`src/rtl/mem_arbiter.sv`:
```
// Two-port round-robin arbiter in front of a single fixed-latency memory.
// The fetch port only reads. The data port reads or writes. Each transfer runs IDLE -> ACCESS -> DONE.
module mem_arbiter #(
    parameter int AW  = 8,
    parameter int DW  = 16,
    parameter int LAT = 2
) (
    input  logic          clock,
    input  logic          reset,
    input  logic          f_req,
    input  logic [AW-1:0] f_addr,
    output logic [DW-1:0] f_rdata,
    output logic          f_done,
    input  logic          d_req,
    input  logic          d_rw_,
    input  logic [AW-1:0] d_addr,
    input  logic [DW-1:0] d_wdata,
    output logic [DW-1:0] d_rdata,
    output logic          d_done,
    output logic          m_en,
    output logic          m_rw_,
    output logic [AW-1:0] m_addr,
    output logic [DW-1:0] m_wdata,
    input  logic [DW-1:0] m_rdata,
    output logic          busy,
    output logic          owner
);

    localparam logic [1:0] IDLE   = 2'd0;
    localparam logic [1:0] ACCESS = 2'd1;
    localparam logic [1:0] DONE   = 2'd2;

    localparam int            CW    = 3;
    localparam logic [CW-1:0] LAT_C = CW'(LAT);

    logic [1:0]    state_q, state_d;
    logic [CW-1:0] cnt_q, cnt_d;
    logic          last_q, last_d;    // 0 = fetch served last, 1 = data
    logic          owner_q, owner_d;
    logic          rw_q, rw_d;
    logic [AW-1:0] addr_q, addr_d;
    logic [DW-1:0] wdata_q, wdata_d;
    logic [DW-1:0] f_rdata_q, f_rdata_d;
    logic [DW-1:0] d_rdata_q, d_rdata_d;

    logic elig_f, elig_d, pick_d, can_grant;

    // In DONE the port just served is excluded, so the other port gets the next slot.
    assign elig_f    = f_req && !(state_q == DONE && owner_q == 1'b0);
    assign elig_d    = d_req && !(state_q == DONE && owner_q == 1'b1);
    assign pick_d    = elig_d && (!elig_f || !last_q);
    assign can_grant = (state_q == IDLE || state_q == DONE) && (elig_f || elig_d);

    always_comb begin
        // NOTE: every next-state signal gets a default first, so no path through the block can infer a latch.
        state_d   = state_q;
        cnt_d     = cnt_q;
        last_d    = last_q;
        owner_d   = owner_q;
        rw_d      = rw_q;
        addr_d    = addr_q;
        wdata_d   = wdata_q;
        f_rdata_d = f_rdata_q;
        d_rdata_d = d_rdata_q;
        case (state_q)
            IDLE, DONE: begin
                if (can_grant) begin
                    owner_d = pick_d;
                    last_d  = pick_d;
                    rw_d    = pick_d ? d_rw_ : 1'b1;
                    addr_d  = pick_d ? d_addr : f_addr;
                    wdata_d = pick_d ? d_wdata : '0;
                    cnt_d   = LAT_C;
                    state_d = ACCESS;
                end else begin
                    cnt_d   = '0;
                    state_d = IDLE;
                end
            end
            ACCESS: begin
                cnt_d = cnt_q - 1'b1;
                if (cnt_q == CW'(1)) begin
                    state_d = DONE;
                    if (rw_q) begin
                        if (owner_q) d_rdata_d = m_rdata;
                        else         f_rdata_d = m_rdata;
                    end
                end
            end
            default: state_d = IDLE;
        endcase
    end

    always_ff @(posedge clock) begin
        if (!reset) begin
            state_q   <= IDLE;
            cnt_q     <= '0;
            last_q    <= 1'b1;
            owner_q   <= 1'b0;
            rw_q      <= 1'b1;
            addr_q    <= '0;
            wdata_q   <= '0;
            f_rdata_q <= '0;
            d_rdata_q <= '0;
        end else begin
            // NOTE: sequential state uses non-blocking assignments so every register updates from pre-edge values.
            state_q   <= state_d;
            cnt_q     <= cnt_d;
            last_q    <= last_d;
            owner_q   <= owner_d;
            rw_q      <= rw_d;
            addr_q    <= addr_d;
            wdata_q   <= wdata_d;
            f_rdata_q <= f_rdata_d;
            d_rdata_q <= d_rdata_d;
        end
    end

    // The memory bus is driven only in ACCESS and parks at neutral values otherwise.
    assign m_en    = (state_q == ACCESS);
    assign m_rw_   = m_en ? rw_q : 1'b1;
    assign m_addr  = m_en ? addr_q : '0;
    assign m_wdata = m_en ? wdata_q : '0;

    assign f_done  = (state_q == DONE) && !owner_q;
    assign d_done  = (state_q == DONE) && owner_q;
    assign busy    = (state_q == ACCESS) || (state_q == DONE);
    assign owner   = owner_q;
    assign f_rdata = f_rdata_q;
    assign d_rdata = d_rdata_q;

endmodule

```
`config.mk`:
```
export PLATFORM = sky130hd
export DESIGN_NAME = mem_arbiter
export DESIGN_NICKNAME = d
export VERILOG_FILES = /design/src/rtl/mem_arbiter.sv
export SDC_FILE = /design/constraint.sdc
export NUM_CORES = 1
export LEC_CHECK = 0
export ABC_AREA = 1
export BUFFER_PORTS_ARGS = -buffer_cell sky130_fd_sc_hd__buf_2
export CAP_MARGIN = 40
export CORE_ASPECT_RATIO = 0.75
export CORE_MARGIN = 2
export CORE_UTILIZATION = 46
export CTS_BUF_LIST = sky130_fd_sc_hd__clkbuf_4
export CTS_CLUSTER_SIZE = 25
export DETAILED_ROUTE_END_ITERATION = 10
export MAX_ROUTING_LAYER = met4
export PLACE_DENSITY = 0.78
export REMOVE_ABC_BUFFERS = 1
export SLEW_MARGIN = 30
export SYNTH_ARGS = -nofsm -noshare
export SYNTH_HDL_FRONTEND = slang
export SYNTH_SLANG_ARGS = --single-unit
```
`constraint.sdc`:
```
create_clock -name clock -period 1.5 [get_ports clock]
set_input_delay 0.225 -clock clock [delete_from_list [all_inputs] [get_ports clock]]
set_output_delay 0.225 -clock clock [all_outputs]
set_load 0.02 [all_outputs]
```
==> results.toml <==
[outcome]
outcome = "finished, violations left"
violations = "setup timing"

[clock_tree]
cts_sinks = 64
cts.htree.levels = 3
cts_tree = "built"
clk_path_buf_depth = 2
cts_buffers = 9
clock_latency_ns = 0.45
clk_transition_reported_paths_ns = 0.12
hold_buffers = 0
cts-root-buf = "clkbuf_4"

[synthesis]
synthArstFlopShare_pct = 0
synth_warnings = 0
synthMuxAreaShare_pct = 0
synth_area_leaders = "dfxtp_1, nor2_1, inv_1, nand2_1, nand3_1"
post_synth.cell_area_avg_um2 = 6.945
ys_top_cells_by_count = "nor2_1, inv_1, dfxtp_1, nand2_1, nand3_1"
yosysMostFrequentCell = "nor2_1"
seq_area_frac_synth_pct = 41.46
synth_top_area_cell = "dfxtp_1"
ys_types = 25
ys_ff_latch = 64
synthAdderAreaFrac_pct = 2.429
synth_edf_count = 0
synth_top_family_by_area = "simple AND/OR/NAND/NOR gates"
synth-main-ff-cell = "dfxtp_1"
synthCells = 445
synth-simple-area-share_pct = 30.32
synth_top_area_share_pct = 41.46
synth_xor_xnor_area_share_pct = 0.2834
synth_compound_area_share_pct = 11.78
synth_area_um2 = 3090

[drt]
first_pass_iters = 6
avgViaCountPerCell = 5.861
drtIter0Drc = 405
num_vias = 4003
drc = 0
drt_wl_total_mm = 14.14
wire_per_inst_um = 20.70
ant_nets = 0

[pwr]
ir_drop_v = 0.0006969
p_per_area_nw_per_um2 = 875.9
p_leak_uw = 0.002554

[die]
dieWidth_um = 98.65
rows = 25
core_um2 = 6412
fp.dieH_um = 74.99
io_pins = 115
die-area_um2 = 7397
start_util_pct = 48.20

[global_route]
grt_pass1_wl_mm = 15.93
antenna_found_initial = 0
grt_max_degree = 36
grt_pass1_vias = 3326
grt_overflow = 0
grt_util_all_layers_pct = 28.49

[worst_hold_path]
hold_class = "input pin to flop"
whs_path_depth = 3

[finish]
nNetsFinal = 656
final_layout_size_suffix_gt1_share_pct = 56.15
stdcell_area_um2 = 5319
fin_cells = 683
syn2layout_area_growth_pct = 72.11
utilization_pct = 82.95
antenna_cells = 0

[worst_setup_path]
critPathMaxFanout = 7
required_ns = 1.27
crit_arrival_ns = 1.65
critPathCaptureType = "output port"
ff2ff_path_depth = 12
path_class = "flop to output port"
critPathLaunchType = "flop"

[placement]
dp_hpwl_mm = 5.697
place_area_um2 = 3807
dpl.cell_count = 637
gp_congestion = 0.8851
portBuffers = 114

[timing]
fin_ws_ns = -0.3781
tightest_slew_ns = 0.6027
tns_ns = -20.15
finClkSkew_ns = 0.006591
rsz0062_at_grt = "yes"
maxSlewHeadroom_pct = 59.82
max_freq_mhz = 532.5
period_share_pct = 125.2
holdWs_ns = 0.03325
finalHoldViolCount = 0
setup_viol = 91
period_needed_ns = 1.878
drv_slew = 0

[flow_run]
max_cap_violations = 0
## timing repair
item / 4_1_cts / 5_1_grt
setup buffers: 14 / 5
gates cloned: 10 / 3
pin swaps: 19 / 54
endpoints found under the setup margin: 78 / 90
resized for setup: 138 / 178
## power by group
part	internal (uW)	leakage, uW	switching, uW	total [uW]
Sequential	1790	0.000522	85.1	1870
Clock	506	0.0000735	739	1250
Combinational	646	0.00196	894	1540
## cells in the final DEF (no fill, tap or decap), drive strengths merged
master and count:
clkbuf 11, clkinv 8, a21oi 29, xor2 1, bufinv 1, nor2 116, clkinvlp 1, nand4 1
o21ai 34, buf 156, nand2 61, inv 72, a21boi 1, a211oi 2, nand3 38, ha 6
dfxtp 64
## metrics by stage
| step | total power [uW] | setup slack, ns |
|---|---|---|
| after floorplan | 2360 | -0.4653 |
| after global placement | 2685 | -0.02436 |
| after detailed placement | 2710 | -0.07497 |
| after CTS | 4144 | -0.2207 |
| after global routing | 4759 | -0.3906 |
| final | 4659 | -0.3781 |
## cell families (layout without fill, tap and decap cells)
| group | count (synthesis) | after routing |
|---|---|---|
| and+or+nand+nor | 213 | 216 |
| adders and majority gates | 6 | 6 |
| DFF | 64 | 64 |
| AOI/OAI and AO/OA | 66 | 66 |
| xor gates and xnor gates | 1 | 1 |
| buffers and inverters | 95 | 249 |
## path summary, 6_finish.rpt
path | startpoint | endpoint | slack [ns]
max | state_q[0] | m_addr[6] | -0.38
min reg2reg | d_rdata[2] | d_rdata[2] | 0.49
min | m_rdata[2] | f_rdata[2] | 0.03
max reg2reg | state_q[0] | wdata_q[6] | -0.32
## cell type report
cell class	count	area (um^2)
clock inverters	7	72.57
clock buffers	9	67.56
well taps	81	101.3
inverters	73	306.5
multi-input cells	289	2095
fillers	295	1094
repair inverters	2	22.52
repair buffers	158	1366
flip-flops and latches	64	1287
## worst max-delay path, cell delays in order (launching register included)
cell and delay (ns):
dfxtp_2 0.39, buf_6 0.12, ha_4 0.22, clkbuf_16 0.19, nand2_1 0.08, inv_1 0.08
buf_6 0.12
## state kept, by name (all words and copies together) (netlist names)
register  flops
d_rdata      16
f_rdata      16
wdata_q      16
addr_q        8
cnt_q         3
state_q       2
last_q        1
owner         1
rw_q          1
## per-layer routing
metal	vias up	share of wire (%)	global-route usage [%]	routed length, um
met4	0	6.4	17.35	904
met1	1893	37	32.11	5175
li1	1690	-	-	-
met5	-	0	-	0
met2	311	46	47.32	6570
met3	109	11	6.314	1487
No activity file was read; power rests on OpenSTA's default activity.
